$ cat src/rtl/mem_arbiter.sv
// Round-robin arbiter giving NUM_REQ processors exclusive access to a 2^ADDR_W x DATA_W memory.
// Latency: req seen in IDLE -> ack next cycle; valid[g] seen -> valid_mem two cycles later.
// Backpressure: losers keep req asserted and wait; the owner holds the bus until valid, abort or timeout.
//
// Ports:
//   clk, reset_n            clock, asynchronous active-low reset
//   req/valid/rw            per-processor request, transfer strobe, 1=load 0=store
//   address_m/data          packed per-processor address and store data (slice i = processor i)
//   ack/valid_mem           one-hot grant pulse / one-hot completion pulse
//   busy                    bus owned (any state but IDLE)
//   data_mem                load data during the completion cycle, otherwise 0
//   grant_id                index of the current or most recent owner
//   timeout_err             one-cycle pulse when the owner never drives valid
module mem_arbiter #(
    parameter int NUM_REQ = 4,
    parameter int ADDR_W  = 8,
    parameter int DATA_W  = 8,
    parameter int TIMEOUT = 16,
    localparam int ID_W   = (NUM_REQ > 1) ? $clog2(NUM_REQ) : 1
) (
    input  logic                      clk,
    input  logic                      reset_n,
    input  logic [NUM_REQ-1:0]        req,
    input  logic [NUM_REQ-1:0]        valid,
    input  logic [NUM_REQ-1:0]        rw,
    input  logic [NUM_REQ*ADDR_W-1:0] address_m,
    input  logic [NUM_REQ*DATA_W-1:0] data,
    output logic [NUM_REQ-1:0]        ack,
    output logic                      busy,
    output logic [NUM_REQ-1:0]        valid_mem,
    output logic [DATA_W-1:0]         data_mem,
    output logic [ID_W-1:0]           grant_id,
    output logic                      timeout_err
);

    localparam int CNT_W = (TIMEOUT > 1) ? $clog2(TIMEOUT) : 1;

    typedef enum logic [2:0] {
        IDLE       = 3'd0,
        GRANT      = 3'd1,
        WAIT_VALID = 3'd2,
        ACCESS     = 3'd3,
        RESP       = 3'd4
    } state_t;

    // One captured access from the owning processor.
    typedef struct packed {
        logic              rw;
        logic [ADDR_W-1:0] addr;
        logic [DATA_W-1:0] dat;
    } acc_hdr_t;

    state_t            state;
    state_t            state_nxt;
    logic [ID_W-1:0]   ptr;
    logic [ID_W-1:0]   pick;
    logic [ID_W-1:0]   idx;
    logic              pick_vld;
    logic [ID_W-1:0]   ptr_after_owner;
    logic [CNT_W-1:0]  wait_cnt;
    acc_hdr_t          cap;
    acc_hdr_t          slice_hdr;
    logic              own_vld;
    logic              own_req;
    logic              do_capture;
    logic              do_release;
    logic              do_timeout;
    logic [DATA_W-1:0] mem_rd;

    logic [DATA_W-1:0] mem [0:(2**ADDR_W)-1];

    // Rotating priority scan: first set req bit starting at ptr.
    always_comb begin
        pick_vld = 1'b0;
        pick     = '0;
        idx      = '0;
        for (int i = 0; i < NUM_REQ; i++) begin
            idx = ID_W'((int'(ptr) + i) % NUM_REQ);
            if (!pick_vld && req[idx]) begin
                pick_vld = 1'b1;
                pick     = idx;
            end
        end
    end

    assign own_vld         = valid[grant_id];
    assign own_req         = req[grant_id];
    assign slice_hdr.rw    = rw[grant_id];
    assign slice_hdr.addr  = address_m[int'(grant_id)*ADDR_W +: ADDR_W];
    assign slice_hdr.dat   = data[int'(grant_id)*DATA_W +: DATA_W];
    assign ptr_after_owner = (int'(grant_id) == NUM_REQ-1) ? '0 : grant_id + ID_W'(1);
    assign mem_rd          = mem[cap.addr];

    always_ff @(posedge clk or negedge reset_n) begin
        if (!reset_n) begin
            state <= IDLE;
        end else begin
            state <= state_nxt;
        end
    end

    // Valid beats abort, and abort beats timeout (an abandoned request needs no error).
    always_comb begin
        state_nxt  = state;
        do_capture = 1'b0;
        do_release = 1'b0;
        do_timeout = 1'b0;
        case (state)
            IDLE: begin
                if (pick_vld) begin
                    state_nxt = GRANT;
                end
            end
            GRANT: begin
                state_nxt = WAIT_VALID;
            end
            WAIT_VALID: begin
                if (own_vld) begin
                    state_nxt  = ACCESS;
                    do_capture = 1'b1;
                end else if (!own_req) begin
                    state_nxt  = IDLE;
                    do_release = 1'b1;
                end else if (wait_cnt == CNT_W'(TIMEOUT-1)) begin
                    state_nxt  = IDLE;
                    do_release = 1'b1;
                    do_timeout = 1'b1;
                end
            end
            ACCESS: begin
                state_nxt = RESP;
            end
            RESP: begin
                state_nxt  = IDLE;
                do_release = 1'b1;
            end
            default: begin
                state_nxt = IDLE;
            end
        endcase
    end

    always_ff @(posedge clk or negedge reset_n) begin
        if (!reset_n) begin
            ptr         <= '0;
            grant_id    <= '0;
            wait_cnt    <= '0;
            cap         <= '0;
            data_mem    <= '0;
            timeout_err <= 1'b0;
        end else begin
            timeout_err <= do_timeout;
            if (state == IDLE && pick_vld) begin
                grant_id <= pick;
            end
            // Counts WAIT_VALID cycles already spent without valid from the owner.
            if (state == WAIT_VALID && state_nxt == WAIT_VALID) begin
                wait_cnt <= wait_cnt + 1'b1;
            end else begin
                wait_cnt <= '0;
            end
            if (do_capture) begin
                cap <= slice_hdr;
            end
            if (do_release) begin
                ptr <= ptr_after_owner;
            end
            // Holds load data only through RESP; zero in every other cycle.
            data_mem <= (state == ACCESS && cap.rw) ? mem_rd : '0;
        end
    end

    // Storage is not reset; a reset that lands before ACCESS leaves it untouched.
    always_ff @(posedge clk) begin
        if (state == ACCESS && !cap.rw) begin
            mem[cap.addr] <= cap.dat;
        end
    end

    assign busy      = (state != IDLE);
    assign ack       = (state == GRANT) ? (NUM_REQ'(1) << grant_id) : '0;
    assign valid_mem = (state == RESP)  ? (NUM_REQ'(1) << grant_id) : '0;

endmodule

$ cat config.mk
export PLATFORM = sky130hd
export DESIGN_NAME = mem_arbiter
export DESIGN_NICKNAME = d
export VERILOG_FILES = /design/src/rtl/mem_arbiter.sv
export SDC_FILE = /design/constraint.sdc
export NUM_CORES = 2
export LEC_CHECK = 0
export BUFFER_PORTS_ARGS = -buffer_cell sky130_fd_sc_hd__buf_2
export CORE_MARGIN = 4
export CORE_UTILIZATION = 25
export DETAILED_ROUTE_END_ITERATION = 8
export PLACE_DENSITY = 0.47
export REMOVE_ABC_BUFFERS = 1
export SLEW_MARGIN = 20
export SYNTH_ARGS = -nofsm -noshare
export SYNTH_HDL_FRONTEND = slang
export SYNTH_SLANG_ARGS = --single-unit
export TNS_END_PERCENT = 30
$ cat constraint.sdc
create_clock -name clk -period 4.1 [get_ports clk]
set_input_delay 0.205 -clock clk [delete_from_list [all_inputs] [get_ports clk]]
set_output_delay 0.205 -clock clk [all_outputs]
set_load 0.01 [all_outputs]
======== Word level (Yosys, flattened, before mapping) ========
Memories as Yosys holds them, arrays and structs flattened.
Index checks and enable logic that the tools add are counted.
storage, ports and cells
  flip-flop bits (word level) ............. 37
  bits in writable memories ............... 2048
  bits of input ports ..................... 78
  output and inout port bits .............. 20
  logic and storage cells ................. 86
  memories kept ........................... 1
cells by class
  add/sub/neg operators ................... 5
  magnitude comparators ................... 5
  equal/unequal tests ..................... 7
  shift-type cells ........................ 3
  multiplexer cells ....................... 43
  reduce and logical (&&, ||, !) cells .... 13
memories
  name  words  width  rd ports  clocked after memory_dff  write ports  line  source
  mem   256    8      1         0                         1            70    logic [DATA_W-1:0] mem [0:(2**ADDR_W)-1];
operators by type and width
  kind                                                                   number
  32-bit by 6-bit indexed part select with 8-bit output                  2
  1-bit two-way mux                                                      21
  2-bit by 3-bit < comparator with 1-bit output, second input constant   5
  1-bit binary-select mux with 2-bit select                              7
  3-bit two-way mux                                                      4
  4-bit two-way mux                                                      3
  3-bit one-hot mux with 4 select lines                                  1
  2-bit two-way mux                                                      5
  3-bit by 2-bit equality test with 1-bit output, second input constant  3
  8-bit two-way mux                                                      1
  1-bit logical AND                                                      7
  2-bit by 1-bit adder with 2-bit output, second input constant          2
  2-bit adder, second input constant                                     2
  4-bit by 1-bit adder with 4-bit output, second input constant          1
  4-bit equality test, second input constant                             1
  1-bit zero test                                                        4
  1-bit by 2-bit << shifter with 4-bit output, first input constant      1
  3-bit by 1-bit equality test with 1-bit output, second input constant  1
  3-bit equality test, second input constant                             1
  3-bit zero test                                                        1
  3-bit nonzero test                                                     1
  2-bit by 1-bit equality test with 1-bit output, second input constant  1
  1-bit one-hot mux with 2 select lines                                  1

======== Logic depth before layout (Yosys ltp) ========
  word-level depth ........................ 17
  depth in mapped cells ................... 11
  depth with buffers taken out ............ 8

======== Worst setup path after synthesis ========
Ideal clock, no wire load.
  path kind ............................... flip-flop to flip-flop
  start ................................... register cap[0] (netlist name)
  end ..................................... memory mem[0][0] (data pin)
  setup time .............................. 0.803 ns
  arrival ................................. 3.179 ns
  data required time ...................... 3.297 ns
  setup slack ............................. 0.118 ns
  stages on the path, launching flop included .. 1
  buffers on the path ..................... 0
  period minus slack after synthesis ...... 3.982 ns
  cells stage by stage .................... dfrtp_1
RTL lines
  what                    line  source
  start, declared         61    acc_hdr_t cap;
  start signal, assigned  163   cap <= slice_hdr;
  end, declared           70
Straight into the memory's write port.

======== Worst setup path after layout ========
  start ................................... register cap[8] (netlist name)
  end ..................................... register data_mem[3]
between the ends
  longest elaborated chain between the ends .. 2
RTL lines
  what                     line  source
  memory read 256 x 8 bit  n/a
  8-bit two-way mux        169   data_mem <= (state == ACCESS && cap.rw) ? mem_rd : '0;
  end signal, assigned     169
  end, declared            31    output logic [DATA_W-1:0] data_mem,
Every way passes these cells.
A chain may end at the register's enable or synchronous reset.

==> results.json <==
{
  "status": "completed",
  "async_flop_share_pct": 1.77,
  "worstPathCellList": "buf_12 -> mux4_2 -> a22oi_1 -> nand4_1 -> o31ai_1 -> o21ai_1 -> a2111o_1",
  "ys_top_cells_by_area": "edfxtp_1 (76%), mux4_2 (13%), mux2i_1 (2.0%)",
  "io_pins": 98,
  "cpLargestDelayFamily": "compound AO/OA/AOI/OAI gates",
  "tritoncts": "done",
  "drt_iter0_markers": 3560,
  "crit_fanout": 42,
  "crit_arrival_ns": 4.56,
  "htreeDepth": 4,
  "synth-seq-cells": 2085,
  "tns_ns": 0,
  "gp_congestion": 0.788,
  "setup_viol": 0,
  "power.total_uw": 66900,
  "area_growth_pct": 19.7,
  "synth_compound_area_share_pct": 2.84,
  "synth_top_family_by_area": "multiplexers",
  "syn-cell-area_mm2": 0.0812,
  "viasPerCell": 4.56,
  "path_clk_slew_ns": 0.06,
  "slew_headroom_pct": 26.6,
  "cpPeakStageDelay_ns": 0.76,
  "ctsLongestPathBuffers": 4,
  "setup_ws_ns": 0.271,
  "yosysUniqueCellTypes": 54,
  "fin_worst_skew_ns": 0.0423,
  "cp_slowest_cell": "dfrtp_4",
  "seq_area_frac_synth_pct": 76.9,
  "synthMuxAreaShare_pct": 15.8,
  "nNetsFinal": 4538,
  "die_y_um": 578,
  "gr-total-overflow": 0,
  "cp.required_ns": 4.83,
  "core_area_mm2": 0.324,
  "fmax_mhz": 261,
  "ant_nets": 0,
  "route.vias.total": 40902,
  "die_area_mm2": 0.334,
  "place_ws_ns": 0.298,
  "path_buf_inv": 1,
  "max_cap_viol_count": 0,
  "grt_pass1_wl_mm": 319,
  "portBuffers": 97,
  "die_w_um": 578,
  "yosysWarnings": 0,
  "synth.top_cell.area_share_pct": 75.7,
  "start_util_pct": 25.1,
  "grt_use_total_pct": 13.0,
  "wl_mm": 223,
  "drv_slew": 0,
  "clock-sinks": 2085,
  "cts_resized": 0,
  "first_pass_iters": 6,
  "wl_per_cell_um": 24.9,
  "p_leak_uw": 0.0308,
  "rows": 209,
  "synth-simple-area-share_pct": 3.04,
  "power_density_mw_per_mm2": 688,
  "ctsHoldBuffers": 47,
  "n_fill_cell": 31564,
  "dp_hpwl_mm": 139,
  "grt_max_degree": 146,
  "rsz0062_at_grt": "no",
  "cts_buffers": 219,
  "peakVddDrop_mv": 0.548,
  "critPathCaptureType": "register",
  "avgSynthCellArea_um2": 20.8,
  "worst_slew_pin_slew_ns": 1.10,
  "layout-drive-gt1-share_pct": 29.9,
  "cp-start-kind": "register",
  "yosys.area.top_type": "edfxtp_1",
  "fin_crit_sh_pct": 93.4,
  "post_cts_buffers": 0,
  "synth_edf_count": 2048,
  "cts_root_buffer": "clkbuf_16",
  "drcViolationCount": 0,
  "finalHoldViolCount": 0,
  "antenna_found_initial": 7,
  "synth-xor-area-share_pct": 0.0216,
  "hp-class": "input pin to register",
  "synth_flop_cell": "edfxtp_1",
  "critical_path_class": "register to register",
  "syn_inst": 3912,
  "fin_crit_ns": 3.83,
  "clock_latency_ns": 0.88,
  "grt_pass1_vias": 42314,
  "synth_fa_ha_area_share_pct": 0.0770
}
## final cells by class
class | count | area [µm²] | share of cell area (%)
Sequential cell | 2085 | 62500 | 64.2
Tap cell | 4325 | 5410 | 5.56
Clock inverter | 139 | 1350 | 1.39
Antenna cell | 4 | 10.0 | 0.0103
Clock buffer | 259 | 5730 | 5.90
Multi-Input combinational cell | 1587 | 17700 | 18.2
Inverter | 5 | 18.8 | 0.0193
Timing Repair Buffer | 557 | 4520 | 4.65
## logic make-up (layout without fill, tap and decap cells)
family | after synthesis | after routing
DFF | 2085 | 2085
muxes | 694 | 694
and+or+nand+nor | 539 | 539
AOI/OAI and AO/OA | 347 | 347
buffers and inverters | 240 | 960
adders and majority gates | 5 | 5
xor gates and xnor gates | 2 | 2
other | 0 | 4
## report_power, final
group	total [µW]	internal [µW]	leakage [µW]	switching [µW]
Sequential	28000	26800	0.0189	1210
Clock	19800	11500	0.00348	8320
Combinational	19000	7200	0.00836	11800
Total	66900	45500	0.0308	21400
## Yosys cell counts (all sizes together), types with 2 or more instances
master   count
a2111o       8
a211oi       4
a21oi       74
a221oi      24
a222oi       7
a22o        23
a22oi       68
a31o         7
a31oi       25
and2        11
and3        25
and3b        2
and4         7
buf        137
clkbuf      98
dfrtp       37
edfxtp    2048
ha           5
inv          5
mux2        69
mux2i      162
mux4       463
nand2       84
nand2b       6
nand3       26
nand3b       3
nand4       41
nand4b       3
nand4bb      2
nor2       290
nor2b       17
nor3         9
nor3b        2
o21ai       63
o22ai       32
o31ai        8
or3b         4
## flip-flops by register name, summed over array words and instances (netlist names)
name         count
cap             17
data_mem         8
grant_id         2
mem           2048
ptr              2
state            3
timeout_err      1
wait_cnt         4
## per-layer routing
layer  up-vias  track usage [%]  routed length, µm
met4         0             3.40               5500
li1      17369                -                  -
met5         -                0                  0
met2      1167             21.1             106000
met1     22060             18.4             100000
met3       306             1.72              11100
## tightest hold or removal path, cell delays in order
cell and delay [ns]:
buf_2 0.07, mux4_2 0.25, a21oi_1 0.06, a21oi_1 0.22
o41ai_1 0.10
## stage by stage
step | instances | instance area (µm²) | hold slack (ns) | util (%)
after floorplan | 3677 | 80100 | -0.0906 | -
after global placement | 8512 | 89700 | 0.217 | 27.7
after detailed placement | 8512 | 89700 | 0.213 | 27.7
after CTS | 8957 | 97200 | 0.0534 | 30.0
after global routing | 8958 | 97200 | 0.125 | 30.0
final | 8961 | 97200 | 0.112 | 30.0
## path summary, 6_finish.rpt
| kind | from | endpoint | slack (ns) | cells past startpoint |
|---|---|---|---|---|
| min in group asynchronous | reset_n | cap[9] | 0.13 | 3 |
| hold reg to reg | wait_cnt[0] | wait_cnt[0] | 0.46 | 1 |
| setup / recovery | cap[8] | data_mem[3] | 0.27 | 7 |
| setup reg to reg | cap[8] | data_mem[3] | 0.27 | 7 |
| hold / removal | valid[3] | ptr[0] | 0.11 | 5 |
| max in group asynchronous | reset_n | data_mem[3] | 2.63 | 3 |
## placed cells by master (no fill, tap or decap), types with 68 or more instances in the layout
cell type	synthesis	final
buf_2	89	97
clkbuf_16	0	222
buf_4	13	376
a22oi_1	68	68
a21oi_1	74	74
nor2_1	290	286
mux4_2	463	463
mux2i_1	162	162
nand2_1	84	84
mux2_2	69	69
edfxtp_1	2048	2048
(Power assumes the default switching activity.)
